`config.mk`:
```
export PLATFORM = sky130hd
export DESIGN_NAME = vga_frame_monitor_flat
export DESIGN_NICKNAME = d
export VERILOG_FILES = /design/src/rtl/vga_frame_monitor_pkg.sv /design/src/rtl/vga_frame_monitor_if.sv /design/src/rtl/vga_edge_sync.sv /design/src/rtl/vga_frame_monitor.sv /design/src/flat_wrapper.sv
export SDC_FILE = /design/constraint.sdc
export NUM_CORES = 1
export LEC_CHECK = 0
export CELL_PAD_IN_SITES_DETAIL_PLACEMENT = 1
export CELL_PAD_IN_SITES_GLOBAL_PLACEMENT = 2
export CORE_UTILIZATION = 38
export DETAILED_ROUTE_END_ITERATION = 7
export GPL_ROUTABILITY_DRIVEN = 1
export PLACE_DENSITY_LB_ADDON = 0.05
export SETUP_SLACK_MARGIN = 0.2
export SYNTH_ARGS = -nofsm -noshare
export SYNTH_HDL_FRONTEND = slang
export SYNTH_SLANG_ARGS = --single-unit
```
`constraint.sdc`:
```
create_clock -name clk -period 3.5 [get_ports clk]
set_input_delay 1.05 -clock clk [delete_from_list [all_inputs] [get_ports clk]]
set_output_delay 1.05 -clock clk [all_outputs]
set_load 0.01 [all_outputs]
```
`src/rtl/vga_frame_monitor_pkg.sv`:
```
// Shared definitions for the VGA frame monitor: FSM encoding, 640x480@60 timing
// defaults and the CRC-16-CCITT constants/step function.
package vga_frame_monitor_pkg;

    typedef enum logic [1:0] {
        ST_SEARCH  = 2'd0,
        ST_SYNCING = 2'd1,
        ST_LOCKED  = 2'd2
    } mon_state_e;

    localparam int DEF_H_TOTAL     = 800;
    localparam int DEF_V_TOTAL     = 525;
    localparam int DEF_H_VIS_START = 144;
    localparam int DEF_H_VIS       = 640;
    localparam int DEF_V_VIS_START = 35;
    localparam int DEF_V_VIS       = 480;
    localparam int DEF_CNT_W       = 11;

    localparam int LIT_W = 19;
    localparam int CRC_W = 16;

    localparam logic [CRC_W-1:0] CRC_POLY = 16'h1021;
    localparam logic [CRC_W-1:0] CRC_INIT = 16'hFFFF;

    // Three message bits per pixel clock, MSB-first (r, then g, then b).
    function automatic logic [CRC_W-1:0] crc16_step3(input logic [CRC_W-1:0] crc_in,
                                                     input logic [2:0]       bits);
        logic [CRC_W-1:0] c;
        c = crc_in;
        for (int i = 2; i >= 0; i--) begin
            if (c[CRC_W-1] ^ bits[i])
                c = {c[CRC_W-2:0], 1'b0} ^ CRC_POLY;
            else
                c = {c[CRC_W-2:0], 1'b0};
        end
        return c;
    endfunction

endpackage

```
`src/rtl/vga_frame_monitor_if.sv`:
```
// VGA pin bundle as driven by the game (master) and observed by the monitor (slave).
interface vga_frame_monitor_if;
    logic red;
    logic green;
    logic blue;
    logic hsync;
    logic vsync;

    modport master (output red, green, blue, hsync, vsync);
    modport slave  (input  red, green, blue, hsync, vsync);
endinterface

```
`src/rtl/vga_edge_sync.sv`:
```
// Two-flop synchroniser for one sync line, normalised to active-high, with a
// one-cycle pulse on the leading (inactive->active) edge.
module vga_edge_sync #(
    parameter logic SYNC_POL = 1'b0
) (
    input  logic clk,
    input  logic reset_n,
    input  logic sync_in,
    output logic lead
);
    logic [1:0] sync_ff;
    logic       active;
    logic       active_q;

    // Flops reset to the inactive level so release never fakes an edge.
    always_ff @(posedge clk or negedge reset_n) begin
        if (!reset_n) begin
            sync_ff  <= {2{~SYNC_POL}};
            active_q <= 1'b0;
        end else begin
            sync_ff  <= {sync_ff[0], sync_in};
            active_q <= active;
        end
    end

    assign active = (sync_ff[1] == SYNC_POL);
    assign lead   = active & ~active_q;
endmodule

```
`src/rtl/vga_frame_monitor.sv`:
```
// VGA sink-side timing monitor: recovers line/frame timing, checks it against the
// configured mode, counts lit visible pixels. Define VGA_MON_CRC_EN for frame CRC.
module vga_frame_monitor
    import vga_frame_monitor_pkg::*;
#(
    parameter int   H_TOTAL     = DEF_H_TOTAL,
    parameter int   V_TOTAL     = DEF_V_TOTAL,
    parameter int   H_VIS_START = DEF_H_VIS_START,
    parameter int   H_VIS       = DEF_H_VIS,
    parameter int   V_VIS_START = DEF_V_VIS_START,
    parameter int   V_VIS       = DEF_V_VIS,
    parameter logic SYNC_POL    = 1'b0,
    parameter int   CNT_W       = DEF_CNT_W
) (
    input  logic                 clk,
    input  logic                 reset_n,
    vga_frame_monitor_if.slave   vga,
    output logic                 locked,
    output logic                 sync_err,
    output logic                 frame_done,
    output logic [CNT_W-1:0]     line_len,
    output logic [CNT_W-1:0]     frame_lines,
    output logic [LIT_W-1:0]     lit_count,
    output logic [CRC_W-1:0]     frame_crc
);
    localparam logic [CNT_W-1:0] H_TOT_C  = CNT_W'(H_TOTAL);
    localparam logic [CNT_W-1:0] V_TOT_C  = CNT_W'(V_TOTAL);
    localparam logic [CNT_W-1:0] H_MISS_C = CNT_W'(H_TOTAL + H_TOTAL / 2);
    localparam logic [CNT_W-1:0] H_VS_C   = CNT_W'(H_VIS_START);
    localparam logic [CNT_W-1:0] H_VE_C   = CNT_W'(H_VIS_START + H_VIS);
    localparam logic [CNT_W-1:0] V_VS_C   = CNT_W'(V_VIS_START);
    localparam logic [CNT_W-1:0] V_VE_C   = CNT_W'(V_VIS_START + V_VIS);

    logic [1:0]       sync_lead;
    logic             h_lead;
    logic             v_lead;
    logic [1:0][2:0]  rgb_ff;
    logic [2:0]       rgb_s;

    logic [CNT_W-1:0] h_ctr;
    logic [CNT_W-1:0] v_ctr;
    logic [CNT_W-1:0] h_len_cur;
    logic [CNT_W-1:0] v_lines_cur;

    mon_state_e       state;
    mon_state_e       state_nxt;
    logic             line_ok;
    logic             len_bad;
    logic             lines_bad;
    logic             h_miss;
    logic             err;
    logic             vis;
    logic             report;
    logic [LIT_W-1:0] lit_acc;

    // ---------------------------------------------------------------- input sync
    vga_edge_sync #(.SYNC_POL(SYNC_POL)) u_sync [1:0] (
        .clk     (clk),
        .reset_n (reset_n),
        .sync_in ({vga.vsync, vga.hsync}),
        .lead    (sync_lead)
    );

    assign h_lead = sync_lead[0];
    assign v_lead = sync_lead[1];

    always_ff @(posedge clk or negedge reset_n) begin
        if (!reset_n)
            rgb_ff <= '0;
        else
            rgb_ff <= {rgb_ff[0], {vga.red, vga.green, vga.blue}};
    end

    assign rgb_s = rgb_ff[1];

    // ---------------------------------------------------------------- counters
    // Measured values include the edge cycle itself, so a coincident h+v edge
    // counts the closing line into the frame before v_ctr restarts.
    assign h_len_cur   = (h_ctr == '1) ? h_ctr : h_ctr + 1'b1;
    assign v_lines_cur = (h_lead && v_ctr != '1) ? v_ctr + 1'b1 : v_ctr;

    always_ff @(posedge clk or negedge reset_n) begin
        if (!reset_n) begin
            h_ctr       <= '0;
            v_ctr       <= '0;
            line_len    <= '0;
            frame_lines <= '0;
        end else begin
            if (h_lead) begin
                h_ctr    <= '0;
                line_len <= h_len_cur;
            end else if (h_ctr != '1) begin
                h_ctr <= h_ctr + 1'b1;
            end

            if (v_lead) begin
                v_ctr       <= '0;
                frame_lines <= v_lines_cur;
            end else if (h_lead && v_ctr != '1) begin
                v_ctr <= v_ctr + 1'b1;
            end
        end
    end

    // ---------------------------------------------------------------- timing check
    assign len_bad   = h_lead && (h_len_cur != H_TOT_C);
    assign lines_bad = v_lead && (v_lines_cur != V_TOT_C);
    assign h_miss    = !h_lead && (h_ctr == H_MISS_C);

    // A frame qualifies only if every line since its opening vsync was clean.
    always_ff @(posedge clk or negedge reset_n) begin
        if (!reset_n)
            line_ok <= 1'b0;
        else if (v_lead)
            line_ok <= 1'b1;
        else if (len_bad || h_miss)
            line_ok <= 1'b0;
    end

    always_ff @(posedge clk or negedge reset_n) begin
        if (!reset_n)
            state <= ST_SEARCH;
        else
            state <= state_nxt;
    end

    always_comb begin
        state_nxt = state;
        err       = 1'b0;
        unique case (state)
            ST_SEARCH: begin
                if (v_lead)
                    state_nxt = ST_SYNCING;
            end
            ST_SYNCING: begin
                if (v_lead && line_ok && !len_bad && !lines_bad)
                    state_nxt = ST_LOCKED;
            end
            ST_LOCKED: begin
                // Leaving LOCKED also stops further missing-sync reports.
                if (len_bad || lines_bad || h_miss) begin
                    err       = 1'b1;
                    state_nxt = ST_SYNCING;
                end
            end
            default: state_nxt = ST_SEARCH;
        endcase
    end

    assign locked = (state == ST_LOCKED);
    assign report = v_lead && (state != ST_SEARCH);

    always_ff @(posedge clk or negedge reset_n) begin
        if (!reset_n) begin
            sync_err   <= 1'b0;
            frame_done <= 1'b0;
        end else begin
            sync_err   <= err;
            frame_done <= report;
        end
    end

    // ---------------------------------------------------------------- pixel stats
    assign vis = (v_ctr >= V_VS_C) && (v_ctr < V_VE_C) &&
                 (h_ctr >= H_VS_C) && (h_ctr < H_VE_C);

    always_ff @(posedge clk or negedge reset_n) begin
        if (!reset_n) begin
            lit_acc   <= '0;
            lit_count <= '0;
        end else if (v_lead) begin
            lit_acc <= '0;
            if (report)
                lit_count <= lit_acc;
        end else if (vis && (|rgb_s)) begin
            lit_acc <= lit_acc + 1'b1;
        end
    end

`ifdef VGA_MON_CRC_EN
    logic [CRC_W-1:0] crc_acc;

    always_ff @(posedge clk or negedge reset_n) begin
        if (!reset_n) begin
            crc_acc   <= CRC_INIT;
            frame_crc <= '0;
        end else if (v_lead) begin
            crc_acc <= CRC_INIT;
            if (report)
                frame_crc <= crc_acc;
        end else if (vis) begin
            crc_acc <= crc16_step3(crc_acc, rgb_s);
        end
    end
`else
    assign frame_crc = '0;
`endif

endmodule

```
`src/flat_wrapper.sv`:
```
// flat-port wrapper written by rule: the top's interface ports become plain ports
module vga_frame_monitor_flat import vga_frame_monitor_pkg::*;
#(
    parameter int   H_TOTAL     = DEF_H_TOTAL,
    parameter int   V_TOTAL     = DEF_V_TOTAL,
    parameter int   H_VIS_START = DEF_H_VIS_START,
    parameter int   H_VIS       = DEF_H_VIS,
    parameter int   V_VIS_START = DEF_V_VIS_START,
    parameter int   V_VIS       = DEF_V_VIS,
    parameter logic SYNC_POL    = 1'b0,
    parameter int   CNT_W       = DEF_CNT_W
)
  (clk, reset_n, locked, sync_err, frame_done, line_len, frame_lines, lit_count, frame_crc, vga_red, vga_green, vga_blue, vga_hsync, vga_vsync);
  vga_frame_monitor_if vga_i ();
  input  logic clk;
  input  logic reset_n;
  output logic locked;
  output logic sync_err;
  output logic frame_done;
  output logic [CNT_W-1:0] line_len;
  output logic [CNT_W-1:0] frame_lines;
  output logic [LIT_W-1:0] lit_count;
  output logic [CRC_W-1:0] frame_crc;
  input wire logic [$bits(vga_i.red)-1:0] vga_red;
  input wire logic [$bits(vga_i.green)-1:0] vga_green;
  input wire logic [$bits(vga_i.blue)-1:0] vga_blue;
  input wire logic [$bits(vga_i.hsync)-1:0] vga_hsync;
  input wire logic [$bits(vga_i.vsync)-1:0] vga_vsync;
  assign vga_i.red = vga_red;
  assign vga_i.green = vga_green;
  assign vga_i.blue = vga_blue;
  assign vga_i.hsync = vga_hsync;
  assign vga_i.vsync = vga_vsync;
  vga_frame_monitor #(.H_TOTAL(H_TOTAL), .V_TOTAL(V_TOTAL), .H_VIS_START(H_VIS_START), .H_VIS(H_VIS), .V_VIS_START(V_VIS_START), .V_VIS(V_VIS), .SYNC_POL(SYNC_POL), .CNT_W(CNT_W)) u_core (.clk(clk), .reset_n(reset_n), .vga(vga_i), .locked(locked), .sync_err(sync_err), .frame_done(frame_done), .line_len(line_len), .frame_lines(frame_lines), .lit_count(lit_count), .frame_crc(frame_crc));
endmodule
```
==> flow_summary.json <==
{
  "status": "finished clean",
  "critPathCaptureType": "flop",
  "hold_viol": 0,
  "grt_first_pass_wirelength_mm": 18.0,
  "cts_buffer_depth": 2,
  "clkTransAtPathRegs_ns": 0.07,
  "crit_buf_inv": 0,
  "cts-buffers-inserted": 9,
  "worstPathMaxFanout": 7,
  "rows": 40,
  "die-height_um": 114,
  "mostFrequentLayoutCell": "dfrtp_1",
  "rsz0062_at_grt": "no",
  "leakage_uw": 0.00248,
  "grt_pass1_vias": 3559,
  "root_buffer": "clkbuf_16",
  "syn-cell-area_mm2": 0.00474,
  "post-route-drc-count": 0,
  "cts_htree_levels": 3,
  "finalCritPeriodShare": 0.791,
  "dr_total_vias": 3424,
  "routabilityCongestion": 0.790,
  "crit_path_top_delay_cell": "dfrtp_1",
  "yosys_most_used_dff": "dfrtp_1",
  "setup-tns-final_ns": 0,
  "ys_seq_area_frac": 0.523,
  "rrSetupSlack_ns": 0.73,
  "drive_gt1_frac": 0.130,
  "syn_avg_cell_area_um2": 10.4,
  "hold_buffers": 0,
  "synth.distinct_cells": 66,
  "wl_mm": 10.6,
  "dr.pass1.iters": 6,
  "track_usage": 0.180,
  "worst_slew_pin_slew_ns": 0.819,
  "final_nets": 507,
  "r2r-end": "u_core.state[0]",
  "synth_edf_count": 0,
  "required_ns": 3.73,
  "worstPathCellList": "ha_1 -> nand4_2 -> or4_1 -> mux2i_1 -> nand3_1 -> nor4_4 -> nor3_1 -> o21a_1",
  "min_path_type": "flop to flop",
  "pin_count": 67,
  "port_buffers": 50,
  "drt_iter0_markers": 155,
  "overflow": 0,
  "dpl.cell_count": 653,
  "num-fill-cells": 1383,
  "diodes": 0,
  "die_area_mm2": 0.0129,
  "synth_seq_cells": 99,
  "fin_util": 0.462,
  "cts_tree": "done",
  "skew_ns": 0.00633,
  "drtAntennaViolNets": 0,
  "fmax_mhz": 361,
  "fin_cells": 669,
  "crit_type": "flop to flop",
  "vdd_ir_drop_max_mv": 0.279,
  "yosysWarnings": 0,
  "clk_latency_ns": 0.35,
  "worstPathArrival_ns": 3.00,
  "synthCells": 457,
  "power_per_cell_area_mw_per_mm2": 468,
  "worstSetupPathDepth": 8,
  "synthArstFlopShare": 1.00,
  "post-route-min-period_ns": 2.77,
  "avgRoutedWirePerCell_um": 15.9,
  "path_delay_family": "simple AND/OR/NAND/NOR gates",
  "cp-startpoint": "u_core.v_ctr[0]",
  "maxSlewViolCount": 0,
  "antenna_found_initial": 0,
  "max-cap-violations": 0,
  "crit_path_end": "u_core.state[0]",
  "clkSinkCount": 99,
  "relSlewSlack": 0.454,
  "area_growth_pct": 17.9,
  "start_kind": "flop",
  "coreArea_mm2": 0.0121,
  "viasPerCell": 5.12,
  "cpPeakStageDelay_ns": 0.50,
  "grt_max_degree": 52,
  "timing.rr.start": "u_core.v_ctr[0]",
  "initial_core_util": 0.392,
  "setup_violations": 0,
  "most-common-layout-cells": "dfrtp_1 (95), nor2_1 (50), clkdlybuf4s50_1 (49)",
  "cts_resized": 0,
  "dp_hpwl_mm": 7.44,
  "die_w_um": 114,
  "worstRegToRegCells": 8,
  "whs_ns": 0.350,
  "cts_setup_buffers": 0,
  "holdPathStages": 0
}
[metrics by stage]
stage	setup slack [ns]	power [uW]	area [um^2]
final	0.732	2620	5590
after global routing	0.549	2740	5590
after CTS	0.689	2660	5590
after detailed placement	0.791	1580	5270
after global placement	0.913	1570	5270
after floorplan	1.14	1450	4800
[synth_stat cells, types with 5 or more instances]
| library cell | number | area (um^2) |
|---|---|---|
| buf_4 | 18 | 135 |
| o21ai_0 | 41 | 205 |
| mux2_2 | 19 | 214 |
| nor3_1 | 7 | 35.0 |
| nand2_1 | 48 | 180 |
| clkbuf_1 | 13 | 48.8 |
| mux2i_1 | 5 | 50.1 |
| nor2_1 | 51 | 191 |
| dfrtp_1 | 95 | 2380 |
| xnor2_1 | 9 | 78.8 |
| xor2_1 | 10 | 87.6 |
| a31oi_1 | 5 | 31.3 |
| inv_1 | 6 | 22.5 |
| or3_1 | 11 | 68.8 |
| nand3_1 | 19 | 95.1 |
| nand4_1 | 7 | 43.8 |
| and3_1 | 7 | 43.8 |
| buf_2 | 5 | 25.0 |
| a21oi_1 | 11 | 55.1 |
[report_power, final]
group,total [uW],switching [uW],internal (uW)
clock network,1070,419,647
registers,1270,65.2,1200
logic,283,158,125
total,2620,642,1970
[worst min path at each step]
stage,from,end
2_1_floorplan,u_core.rgb_ff[0],u_core.rgb_s[0]
3_3_place_gp,u_core.rgb_ff[1],u_core.rgb_s[1]
3_5_place_dp,u_core.rgb_ff[0],u_core.rgb_s[0]
4_1_cts,u_core.rgb_ff[1],u_core.rgb_s[1]
5_1_grt,u_core.rgb_ff[1],u_core.rgb_s[1]
6_report,u_core.rgb_ff[1],u_core.rgb_s[1]
[layer usage]
metal	track usage	wire, um	vias to the layer above
li1	-	-	1630
met1	0.239	5020	1714
met2	0.292	5070	65
met3	0.0287	323	15
met4	0.0798	199	0
met5	0	0	-
[sequential cells by signal (all words and copies together) (netlist names)]
register                count
u_core.u_sync.sync_ff       4
u_core.lit_count           19
u_core.rgb_ff               3
u_core.frame_lines         11
u_core.rgb_s                3
u_core.lit_acc             19
u_core.v_ctr               11
u_core.state                2
u_core.h_ctr               11
u_core.line_len            11
u_core.u_sync.active_q      2
u_core.frame_done           1
u_core.sync_err             1
u_core.line_ok              1
[area by class of cell]
| type | instances | area [um^2] | share of cell area |
|---|---|---|---|
| Inverter | 7 | 26.3 | 0.00470 |
| Clock inverter | 4 | 73.8 | 0.0132 |
| Sequential cell | 99 | 2480 | 0.444 |
| Tap cell | 168 | 210 | 0.0376 |
| Multi-Input combinational cell | 323 | 2010 | 0.360 |
| Clock buffer | 12 | 246 | 0.0441 |
| Timing Repair Buffer | 56 | 543 | 0.0971 |
[cells by family (layout without fill, tap and decap cells)]
kind of cell	after synthesis	after routing	share of synthesized area
simple gates	180	180	0.201
buf+inv	50	79	0.0651
other cells	1	16	0.000790
fa+ha+maj	4	4	0.0105
flops	99	99	0.523
compound gates	80	80	0.109
xor+xnor	19	19	0.0351
mux	24	24	0.0556
Note: power is estimated with default switching activity, not from simulation.
